### src/rtl/hub75_pkg.sv
// Shared constants and flush-FSM state type for the HUB75 capture path.
package hub75_pkg;

  localparam int ROW_W   = 4;
  localparam int PLANE_W = 2;
  localparam int RGB_W   = 6;

  // Bit positions inside panel_rgb / wr_data: {r0,r1,g0,g1,b0,b1}
  localparam int RGB_R0 = 5;
  localparam int RGB_R1 = 4;
  localparam int RGB_G0 = 3;
  localparam int RGB_G1 = 2;
  localparam int RGB_B0 = 1;
  localparam int RGB_B1 = 0;

  // Packed panel input word: {sclk, latch, pa[3:0], rgb[5:0]}
  localparam int IN_W     = 2 + ROW_W + RGB_W;
  localparam int IN_SCLK  = IN_W - 1;
  localparam int IN_LATCH = IN_W - 2;

  typedef enum logic {
    ST_IDLE  = 1'b0,
    ST_FLUSH = 1'b1
  } flush_state_e;

endpackage

### src/rtl/hub75_line_buf.sv
// Ping-pong line store: fill side written by panel shifts, flush side read by the
// write-out FSM. A swap exchanges the two sides.
module hub75_line_buf
  import hub75_pkg::*;
#(
  parameter int COLS = 64,
  localparam int AW  = $clog2(COLS)
) (
  input  logic             clk,
  input  logic             rst,
  input  logic             swap_i,
  input  logic             wr_en_i,
  input  logic [AW-1:0]    wr_addr_i,
  input  logic [RGB_W-1:0] wr_data_i,
  input  logic [AW-1:0]    rd_addr_i,
  output logic [RGB_W-1:0] rd_data_o
);

  logic             sel_q;
  logic [RGB_W-1:0] bank0_q [COLS];
  logic [RGB_W-1:0] bank1_q [COLS];

  always_ff @(posedge clk) begin
    if (rst) begin
      sel_q <= 1'b0;
    end else if (swap_i) begin
      sel_q <= ~sel_q;
    end
  end

  // A shift coinciding with a swap still lands in the outgoing (old fill) bank.
  always_ff @(posedge clk) begin
    if (wr_en_i) begin
      if (sel_q) begin
        bank1_q[wr_addr_i] <= wr_data_i;
      end else begin
        bank0_q[wr_addr_i] <= wr_data_i;
      end
    end
  end

  assign rd_data_o = sel_q ? bank0_q[rd_addr_i] : bank1_q[rd_addr_i];

endmodule

### src/rtl/hub75_capture.sv
// HUB75 receiver: samples panel lines on clk, rebuilds each shifted line and
// writes it out as {plane,row,col} pixel words. Define HUB75_CAPTURE_SYNC_EN to add
// a two-flop synchroniser ahead of the input stage for asynchronous sources.
//
//   state    | meaning
//   ---------+-----------------------------------------------
//   ST_IDLE  | waiting for a latch rise; shifts fill the buffer
//   ST_FLUSH | streaming COLS words of the latched line out
module hub75_capture
  import hub75_pkg::*;
#(
  parameter int COLS   = 64,
  parameter int ROWS   = 16,
  parameter int PLANES = 3
) (
  input  logic                    clk,
  input  logic                    rst,
  input  logic                    panel_sclk,
  input  logic                    panel_latch,
  input  logic [ROW_W-1:0]        panel_pa,
  input  logic [RGB_W-1:0]        panel_rgb,
  output logic                    wr_en,
  output logic [PLANE_W-1:0]      wr_plane,
  output logic [ROW_W-1:0]        wr_row,
  output logic [$clog2(COLS)-1:0] wr_col,
  output logic [RGB_W-1:0]        wr_data,
  output logic                    frame_start,
  output logic                    err_short,
  output logic                    err_long,
  output logic                    err_overrun
);

  localparam int COL_W = $clog2(COLS);
  localparam int FC_W  = $clog2(COLS + 1);
  localparam logic [FC_W-1:0]    FILL_FULL = FC_W'(COLS);
  localparam logic [COL_W-1:0]   COL_LAST  = COL_W'(COLS - 1);
  localparam logic [PLANE_W-1:0] PLANE_MAX = PLANE_W'(PLANES - 1);

  if (ROWS > (1 << ROW_W) || PLANES > (1 << PLANE_W)) begin : g_param_check
    $error("hub75_capture: ROWS/PLANES exceed address field widths");
  end

  logic [IN_W-1:0] raw_in, stage_in, s1_q, s2_q;

  assign raw_in = {panel_sclk, panel_latch, panel_pa, panel_rgb};

`ifdef HUB75_CAPTURE_SYNC_EN
  logic [IN_W-1:0] meta_q, sync_q;

  always_ff @(posedge clk) begin
    if (rst) begin
      meta_q <= '0;
      sync_q <= '0;
    end else begin
      meta_q <= raw_in;
      sync_q <= meta_q;
    end
  end

  assign stage_in = sync_q;
`else
  assign stage_in = raw_in;
`endif

  always_ff @(posedge clk) begin
    if (rst) begin
      s1_q <= '0;
      s2_q <= '0;
    end else begin
      s1_q <= stage_in;
      s2_q <= s1_q;
    end
  end

  logic             sclk_rise, latch_rise;
  logic [ROW_W-1:0] s2_pa;
  logic [RGB_W-1:0] s2_rgb;

  assign sclk_rise  = s1_q[IN_SCLK] & ~s2_q[IN_SCLK];
  assign latch_rise = s1_q[IN_LATCH] & ~s2_q[IN_LATCH];
  assign s2_pa      = s2_q[RGB_W +: ROW_W];
  assign s2_rgb     = s2_q[RGB_W-1:0];

  flush_state_e       state_q, state_d;
  logic [FC_W-1:0]    fill_cnt_q, fill_cnt_d, fill_eff;
  logic [COL_W-1:0]   col_q, col_d;
  logic [ROW_W-1:0]   row_q, row_d;
  logic [PLANE_W-1:0] plane_q, plane_d;
  logic               first_q, first_d;
  logic               err_short_q, err_short_d;
  logic               err_long_q, err_long_d;
  logic               err_ovr_q, err_ovr_d;
  logic               wr_en_q, wr_en_d;
  logic [PLANE_W-1:0] wr_plane_q, wr_plane_d;
  logic [ROW_W-1:0]   wr_row_q, wr_row_d;
  logic [COL_W-1:0]   wr_col_q, wr_col_d;
  logic [RGB_W-1:0]   wr_data_q, wr_data_d;
  logic               frame_start_q, frame_start_d;
  logic               fill_full, shift_ok, swap;
  logic [RGB_W-1:0]   rd_data;

  assign fill_full = (fill_cnt_q == FILL_FULL);
  assign shift_ok  = sclk_rise & ~fill_full;
  assign fill_eff  = fill_cnt_q + FC_W'(shift_ok);

  hub75_line_buf #(.COLS(COLS)) u_line_buf (
    .clk       (clk),
    .rst       (rst),
    .swap_i    (swap),
    .wr_en_i   (shift_ok),
    .wr_addr_i (fill_cnt_q[COL_W-1:0]),
    .wr_data_i (s2_rgb),
    .rd_addr_i (col_q),
    .rd_data_o (rd_data)
  );

  always_comb begin
    state_d       = state_q;
    fill_cnt_d    = fill_cnt_q;
    col_d         = col_q;
    row_d         = row_q;
    plane_d       = plane_q;
    first_d       = first_q;
    err_short_d   = err_short_q;
    err_long_d    = err_long_q;
    err_ovr_d     = err_ovr_q;
    swap          = 1'b0;
    wr_en_d       = 1'b0;
    wr_plane_d    = '0;
    wr_row_d      = '0;
    wr_col_d      = '0;
    wr_data_d     = '0;
    frame_start_d = 1'b0;

    if (shift_ok) fill_cnt_d = fill_cnt_q + 1'b1;
    if (sclk_rise && fill_full) err_long_d = 1'b1;
    if (latch_rise) fill_cnt_d = '0;

    unique case (state_q)
      ST_IDLE: begin
        if (latch_rise) begin
          state_d = ST_FLUSH;
          swap    = 1'b1;
          col_d   = '0;
          row_d   = s2_pa;
          first_d = 1'b0;
          if (!first_q && s2_pa == row_q && plane_q < PLANE_MAX) begin
            plane_d = plane_q + 1'b1;
          end else begin
            plane_d = '0;
          end
          if (fill_eff < FILL_FULL) err_short_d = 1'b1;
        end
      end
      ST_FLUSH: begin
        // A latch here is dropped; only the error flag and fill count react.
        if (latch_rise) err_ovr_d = 1'b1;
        wr_en_d       = 1'b1;
        wr_plane_d    = plane_q;
        wr_row_d      = row_q;
        wr_col_d      = col_q;
        wr_data_d     = rd_data;
        frame_start_d = (col_q == '0) && (row_q == '0) && (plane_q == '0);
        if (col_q == COL_LAST) begin
          state_d = ST_IDLE;
        end else begin
          col_d = col_q + 1'b1;
        end
      end
      default: state_d = ST_IDLE;
    endcase
  end

  always_ff @(posedge clk) begin
    if (rst) begin
      state_q       <= ST_IDLE;
      fill_cnt_q    <= '0;
      col_q         <= '0;
      row_q         <= '0;
      plane_q       <= '0;
      first_q       <= 1'b1;
      err_short_q   <= 1'b0;
      err_long_q    <= 1'b0;
      err_ovr_q     <= 1'b0;
      wr_en_q       <= 1'b0;
      wr_plane_q    <= '0;
      wr_row_q      <= '0;
      wr_col_q      <= '0;
      wr_data_q     <= '0;
      frame_start_q <= 1'b0;
    end else begin
      state_q       <= state_d;
      fill_cnt_q    <= fill_cnt_d;
      col_q         <= col_d;
      row_q         <= row_d;
      plane_q       <= plane_d;
      first_q       <= first_d;
      err_short_q   <= err_short_d;
      err_long_q    <= err_long_d;
      err_ovr_q     <= err_ovr_d;
      wr_en_q       <= wr_en_d;
      wr_plane_q    <= wr_plane_d;
      wr_row_q      <= wr_row_d;
      wr_col_q      <= wr_col_d;
      wr_data_q     <= wr_data_d;
      frame_start_q <= frame_start_d;
    end
  end

  assign wr_en       = wr_en_q;
  assign wr_plane    = wr_plane_q;
  assign wr_row      = wr_row_q;
  assign wr_col      = wr_col_q;
  assign wr_data     = wr_data_q;
  assign frame_start = frame_start_q;
  assign err_short   = err_short_q;
  assign err_long    = err_long_q;
  assign err_overrun = err_ovr_q;

endmodule

### config.mk
export PLATFORM = sky130hd
export DESIGN_NAME = hub75_capture
export DESIGN_NICKNAME = d
export VERILOG_FILES = /design/src/rtl/hub75_pkg.sv /design/src/rtl/hub75_line_buf.sv /design/src/rtl/hub75_capture.sv
export SDC_FILE = /design/constraint.sdc
export NUM_CORES = 1
export LEC_CHECK = 0
export CORE_ASPECT_RATIO = 1.1
export CORE_MARGIN = 1
export CORE_UTILIZATION = 60
export CTS_BUF_LIST = sky130_fd_sc_hd__clkbuf_8
export DETAILED_ROUTE_END_ITERATION = 7
export PLACE_DENSITY = 0.73
export REMOVE_ABC_BUFFERS = 1
export SYNTH_ARGS = -nofsm -noshare
export SYNTH_HDL_FRONTEND = slang
export SYNTH_SLANG_ARGS = --single-unit
### constraint.sdc
create_clock -name clk -period 4.1 [get_ports clk]
set_clock_uncertainty 0.05 [all_clocks]
set_input_delay 0.615 -clock clk [delete_from_list [all_inputs] [get_ports clk]]
set_output_delay 0.615 -clock clk [all_outputs]
set_load 0.1 [all_outputs]
# [Word-level counts from Yosys, hierarchy flattened]
# Memories as Yosys holds them, arrays and structs flattened. A register that Yosys moved wholly into a read port is not among the register bits.
# Cells that the tools add are included.
[op_classes] order_cmp=2 addsub=4 n_bitwise=8 n_mux=20 n_reduce_logical=15 div_mod_pow=0 shifts=0 mul=0 eq_ne=5
[ops] operator="6-bit 2-to-1 mux" count=7
[ops] operator="6-bit one-hot mux with 2 select lines" count=1
[ops] operator="1-bit 2-to-1 mux" count=10
[ops] operator="7-bit by 1-bit adder with 7-bit output" count=1
[ops] operator="7-bit by 1-bit adder with 7-bit output (second input constant)" count=1
[ops] operator="7-bit == test (second input constant)" count=1
[ops] operator="7-bit < comparator (second input constant)" count=1
[ops] operator="6-bit by 1-bit adder with 6-bit output (second input constant)" count=1
[ops] operator="6-bit == test (second input constant)" count=1
[ops] operator="6-bit zero test" count=1
[ops] operator="2-bit AND reduction" count=3
[ops] operator="1-bit logical AND" count=5
[ops] operator="1-bit inverter" count=5
[ops] operator="4-bit == test" count=1
[ops] operator="4-bit zero test" count=1
[ops] operator="2-bit != test (second input constant)" count=2
[ops] operator="2-bit OR reduction" count=2
[ops] operator="1-bit bitwise AND" count=3
[ops] operator="3-bit AND reduction" count=1
[ops] operator="2-bit by 1-bit adder with 2-bit output (second input constant)" count=1
[ops] operator="2-bit zero test" count=1
[ops] operator="2-bit < comparator (second input constant)" count=1
[ops] operator="2-bit 2-to-1 mux" count=1
[ops] operator="1-bit one-hot mux with 2 select lines" count=1
[ops] operator="1-bit zero test" count=1
[totals] inputBits=14 mem_count=2 ramBits=768 output_inout_bits=23 mem_bits_ro=0 word_cells=74 latch_bits=0 ff_bits=69
[memory_table] name="u_line_buf.bank0_q" words=64 word_bits=6 rd=1 rd_ports_with_merged_regs=1 wr=1 line="hub75_line_buf.sv:20" rtl="logic [RGB_W-1:0] bank0_q [COLS];"
[memory_table] name="u_line_buf.bank1_q" words=64 word_bits=6 rd=1 rd_ports_with_merged_regs=1 wr=1 line="hub75_line_buf.sv:21" rtl="logic [RGB_W-1:0] bank1_q [COLS];"

# [Logic depth before layout (Yosys ltp)]
# Gate-level depths: netlist of run 1.
[depth] ltp_word=6 depth_mapped=11 mapped_depth_nobuf=7

# [By module]
# Synthesis of run 1 repeated with hierarchy kept, for this count alone.
[hier_totals] hier_cells=1511 area_unflattened_um2=32253.4
[by_module_without_submodules] module="hub75_line_buf" instances=1 area_per_inst_um2=29847.4 cells_each=1275 seq_area_each_um2=23082.1
[by_module_without_submodules] module="hub75_capture" instances=1 area_per_inst_um2=2406.1 cells_each=236 seq_area_each_um2=1361.3

# [Least setup slack after synthesis of run 1]
# No wires, ideal clock.
[synth_path] path_kind="register -> register" start="reg s2_q[0]" end="mem u_line_buf.bank0_q[0][0], data pin" n_path_buf=0 synth_period_minus_slack_ns=2.399 slack_ns=1.701 t_arrival_ns=1.823 setup_ns=0.526 path_stages_with_launch=1 t_required_ns=3.524 cell_sequence="dfxtp_1"
[synth_lines] item="start, declared" line="hub75_capture.sv:43" rtl="logic [IN_W-1:0] raw_in, stage_in, s1_q, s2_q;"
[synth_lines] item="start signal, assigned" line="hub75_capture.sv:71" rtl="s2_q <= s1_q;"
[synth_lines] item="end, declared" line="hub75_line_buf.sv:20"
# No word-level cell before the write port.

# [Worst setup path in the final report of run 1]
[layout_path] start="reg wr_data_q[1], in the netlist wr_data[1]" end="out wr_data[1]"
[layout_lines] item="start, declared" line="hub75_capture.sv:97" rtl="logic [RGB_W-1:0] wr_data_q, wr_data_d;"
[layout_lines] item="start signal, assigned" line="hub75_capture.sv:205" rtl="wr_data_q <= wr_data_d;"
[layout_lines] item="end, declared" line="hub75_capture.sv:26" rtl="output logic [RGB_W-1:0] wr_data,"
# No word-level cell between the ends.

==> results of run 1 <==
-- state kept, by name, summed over array words and instances, names as in the netlist, 4 cells and up, named ones only --
| register | flops |
|---|---|
| fill_cnt_q | 7 |
| u_line_buf.bank1_q | 384 |
| s1_q | 12 |
| s2_q | 12 |
| row_q | 4 |
| col_q | 6 |
| wr_row | 4 |
| u_line_buf.bank0_q | 384 |
| wr_data | 6 |
| wr_col | 6 |
-- final cells by class --
cell class	count	share of cell area [%]
inverter	9	0.0928
clock buffer	145	5.48
antenna	1	0.00687
multi-input combinational	917	21.0
timing repair buffer	80	2.00
clock inverter	94	1.32
tap	728	2.50
sequential	843	67.6
-- worst max-delay path by stage --
stage	from	end	slack, ns	depth (start not counted)
after floorplan	flip-flop	wr_data[1]	-6.77	6
after global placement	flip-flop	wr_data[4]	1.24	7
after detailed placement	flip-flop	wr_data[0]	1.20	7
after CTS	wr_data[1]	wr_data[1]	1.02	1
after global routing	flip-flop	wr_data[4]	1.03	7
final	wr_data[1]	wr_data[1]	1.08	1
-- cells by family (layout without fill, tap and decap cells) --
kind of cell	after synthesis	in the layout	synth area share, %
xor gates and xnor gates	13	13	0.347
adders and majority gates	5	5	0.191
AOI/OAI and AO/OA	194	194	4.14
other	0	1	0
DFF	843	843	74.9
and+or+nand+nor	392	392	5.54
buffers and inverters	117	328	1.79
muxes	313	313	13.1
-- routing by layer --
layer / up-vias / wire [um]
met1: 8862 / 28000
met2: 828 / 36300
met4: 0 / 2970
met3: 198 / 5400
li1: 7615 / -
met5: - / 0
-- where the power goes --
| part | total, mW | internal, mW | switching [mW] |
|---|---|---|---|
| sequential | 9.45 | 9.36 | 0.0886 |
| combinational | 0.444 | 0.172 | 0.272 |
| clock | 6.61 | 3.44 | 3.17 |
| total | 16.5 | 13.0 | 3.53 |
-- metrics by stage --
stage               hold WS (ns)  total power, mW  util, %  cells  setup slack [ns]
floorplan                  0.364             9.94        -   1769             -6.77
global placement           0.369             10.1     63.1   2577              1.24
detailed placement         0.374             10.1     63.1   2577              1.20
CTS                        0.275             16.6     67.7   2816              1.02
global route               0.317             17.0     67.7   2817              1.03
finish                     0.344             16.5     67.7   2817              1.08
-- placed cells by master (no fill, tap or decap), types with 30 or more instances in the layout --
cell type,n
clkbuf_8,145
a22oi_1,66
dfxtp_1,66
nand2_1,85
inv_1,57
a21oi_1,37
edfxtp_1,768
nor2b_1,36
nor2_1,158
mux2_2,30
buf_4,41
mux4_2,90
mux2i_1,193
clkdlybuf4s50_1,36
==> flow_summary.yaml, run 1 <==
detailed_routing:
  ant_nets: 0
  routed_wl_mm: 72.6
  drcViolationCount: 0
  post_drt_wl_per_cell_um: 25.8
  via_per_inst: 6.21
  drt_first_pass_iters: 6
  vias: 17503
  first_iter_violations: 1713
sta:
  fmax_mhz: 332
  setup_tns_ns: 0
  max_slew_margin_pct: 16.5
  rsz0062_at_grt: "no"
  setup_viol_count_final: 0
  slew_viol_final: 0
  period_needed_ns: 3.02
  fin_crit_sh_pct: 73.6
  hold_violations: 0
  worst_pin_slew_ns: 1.25
power:
  power_density_nw_per_um2: 453
  leakage_nw: 12.3
  peakVddDrop_mv: 0.343
floorplanning:
  start_util_pct: 61.0
  die_w_um: 225
  floorplan.die_area_um2: 55600
  die_height_um: 247
  core_um2: 53800
  ios: 37
  std_cell_rows: 89
setup_path:
  critPathCaptureType: "primary output"
  r2r_cells: 7
  reg2reg_slack_ns: 1.08
  path_buf_inv: 1
  cpLargestDelayFamily: "buffers and inverters"
  cp_max_fo: 1
  crit_type: "reg -> out"
  crit_slowest_cell: "clkdlybuf4s50_1"
  path_cells: "clkdlybuf4s50_1"
  cp-start-kind: "flip-flop"
  timing.rr.end: "wr_data[0]"
  required_ns: 3.43
  crit_path_max_incr_delay_ns: 1.18
  critPathArrivalTime_ns: 2.35
finish:
  seqCellArea_um2: 24600
  postLayoutCellArea_um2: 36400
  multiInputGateArea_um2: 7650
  nets: 2002
  area_delta_synth_final_pct: 11.0
  nFillCells: 3585
  drive_above_1_share_pct: 16.5
global_route:
  antenna_found_initial: 1
  grt_pass1_vias: 17776
  grt_start_max_net_pins: 102
  grt_overflow: 0
  grt_pass1_wl_mm: 107
  track_usage_pct: 26.8
  use_met2_pct: 44.2
  met1_usage_pct: 34.0
  grt.met3_usage_pct: 5.57
  busiest_layer: "met2"
status:
  outcome: "finished clean"
cts:
  htreeDepth: 4
  root_buffer: "clkbuf_8"
  path_clk_slew_ns: 0.06
  cts_tree: "built"
  clock-sinks: 843
  cts_resized: 0
  clk_latency_ns: 0.79
  post_cts_buffers: 0
  clk_path_buf_depth: 3
  hold_buffers: 0
  cts_buffers: 132
placement:
  io_buffers: 36
  dp_hpwl_mm: 44.5
  gp_congestion: 0.894
  dpl_cell_area_um2: 33900
synthesis:
  syn-cell-area_um2: 32800
  synth_area_leaders: "edfxtp_1, mux4_2, mux2i_1"
  async_flop_share_pct: 0
  synthTopCellsByCount: "edfxtp_1, mux2i_1, nor2_1, mux4_2, nand2_1"
  yosysSeqAreaShare_pct: 74.9
  synth_top_area_cell: "edfxtp_1"
  synth_top_area_share_pct: 70.3
  ys_types: 50
  postSynthAreaPerCell_um2: 17.5
  synth_edf_count: 768
  synth.most_common_cell: "edfxtp_1"
  yosysWarnings: 0
  synth_cells: 1877
  ys_ff_latch: 843
  synthFlopType: "edfxtp_1"
worst_hold_path:
  min_path_type: "in -> reg"
  worstHoldEndpoint: "s1_q[6]"
  hp-start: "panel_pa[0]"
  worstHoldPathCells: 2
run:
  drv_cap: 0
(Power assumes the default switching activity.)
==> run 2, diff against run 1 <==
Settings changed: CORE_UTILIZATION 60 to 59, PLACE_DENSITY 0.73 to 0.74.
Clock period 4.1 ns to 2.6 ns, I/O delays scaled along.
==> flow_summary.yaml, run 2 (same netlist as run 1, synthesis figures left out) <==
detailed_routing:
  drcViolationCount: 0
  drt_first_pass_iters: 5
  routed_wl_mm: 71.6
  vias: 17820
  first_iter_violations: 1729
  ant_nets: 0
  post_drt_wl_per_cell_um: 24.0
  via_per_inst: 5.98
finish:
  area_delta_synth_final_pct: 15.1
  insertedDiodeCount: 0
  layout_top_registers: "u_line_buf.bank0_q: 384 flops, u_line_buf.bank1_q: 384 flops"
  post-route-util_pct: 68.9
  layout_common_cells: "edfxtp_1, buf_4, mux2i_1"
  mostFrequentLayoutCell: "edfxtp_1"
  nets: 2165
  stdcell_count: 2980
  drive_above_1_share_pct: 24.2
power:
  pwr-share-clk_pct: 39.8
  fin_total_pwr_mw: 26.0
  power_density_nw_per_um2: 688
  internal-power_mw: 20.4
  p_sw_mw: 5.56
  peakVddDrop_mv: 0.509
  sw_frac_of_total_pct: 21.4
  seqPwrFrac_pct: 57.1
  power_frac_comb_pct: 3.1
  leakage_nw: 13.3
floorplanning:
  floorplan.die_area_um2: 56500
  die_w_um: 227
  std_cell_rows: 90
  start_util_pct: 59.8
  ios: 37
  die_height_um: 249
  core_um2: 54800
global_route:
  met1_usage_pct: 34.1
  grt_start_max_net_pins: 129
  grt_pass1_wl_mm: 109
  grt.met3_usage_pct: 5.50
  track_usage_pct: 26.4
  use_met2_pct: 43.7
  grt_overflow: 0
  grt_pass1_vias: 18214
  busiest_layer: "met2"
  antenna_found_initial: 0
setup_path:
  critPathArrivalTime_ns: 3.21
  crit_type: "reg -> reg"
  required_ns: 3.27
  cp-start-kind: "flip-flop"
  r2r_cells: 5
  timing.rr.end: "wr_data[0]"
  cp_max_fo: 20
  critPathCaptureType: "flip-flop"
  reg2reg_slack_ns: 0.06
placement:
  dp_cells: 2747
  place_ws_ns: -0.000231
  dp_hpwl_mm: 45.2
  gp_congestion: 0.856
  io_buffers: 36
sta:
  fin_crit_sh_pct: 97.7
  fmax_mhz: 394
  slew_viol_final: 0
  setup_viol_count_final: 0
  hold_ws_ns: 0.108
  setup_slack_ns: 0.0602
  hold_violations: 0
  worst_pin_slew_ns: 0.973
  rsz0062_at_grt: "yes"
  period_needed_ns: 2.54
  max_slew_margin_pct: 34.9
worst_hold_path:
  hp-start: "panel_pa[1]"
  worstHoldEndpoint: "s1_q[7]"
  worstHoldPathCells: 2
  min_path_type: "in -> reg"
cts:
  htreeDepth: 4
  clk_path_buf_depth: 3
  hold_buffers: 0
  path_clk_slew_ns: 0.07
  cts_tree: "built"
  clk_latency_ns: 0.79
  clock-sinks: 843
  cts_buffers: 133
  root_buffer: "clkbuf_8"
status:
  outcome: "finished clean"
run:
  drv_cap: 0
## run 2: cell count changes in the layout (fill, tap and decap cells not counted), sizes merged
cell	delta
buf	+185
clkinvlp	+4
inv	-6
clkdlybuf4s50	-23
clkbuf	-3
diode	-1
clkinv	-1
## run 2: final cells by class
type	instances	area [um2]
Sequential cell	843	24600
Fill cell	3502	17100
Multi-Input combinational cell	917	7670
Timing Repair Buffer	242	2100
Clock buffer	142	1950
Tap cell	736	921
Clock inverter	91	488
Inverter	9	33.8
## run 2: repair_timing
| item | 4_1_cts | 5_1_grt |
|---|---|---|
| gates cloned | 0 | 0 |
| endpoints found under the hold margin | 0 | 0 |
| endpoints found under the setup margin | 6 | 2 |
| resized for setup | 1 | 2 |
| buffers inserted | 0 | 0 |
## run 2: power by group through the flow
stage | clock network [mW] | logic (mW) | registers, mW
after floorplan | 0 | 0.415 | 15.3
after global placement | 0 | 0.779 | 15.1
after detailed placement | 0 | 0.796 | 15.1
after CTS | 10.5 | 0.799 | 14.8
after global routing | 11.1 | 0.849 | 14.8
final | 10.3 | 0.795 | 14.8
## run 2: worst max-delay path by stage
stage	slack, ns	end	cells past startpoint
after detailed placement	-0.0002	wr_data[4]	6
after CTS	0.03	wr_data[0]	7
after global routing	-0.004	wr_data[0]	5
final	0.06	wr_data[0]	5
after floorplan	-8.27	wr_data[1]	6
after global placement	0.07	wr_data[2]	6
## run 2: layer usage
layer / part of all wire [%] / vias up
met5: 0 / -
met4: 3.0 / 0
met3: 6.7 / 138
met2: 51 / 732
met1: 39 / 9033
li1: - / 7917
## run 2: worst max-delay path, stage by stage (launching register included)
cell and delay, ns:
dfxtp_1 0.69, inv_1 0.52, o2111ai_1 0.43, nand3_1 0.19, or3_1 0.48, nand3_1 0.10
## run 2: stage by stage
step,area (um2),TNS (ns)
final,37800,0
after CTS,37700,0
after global routing,37800,-0.00438
after global placement,35300,0
after floorplan,32200,-49.65
after detailed placement,35300,-0.000231
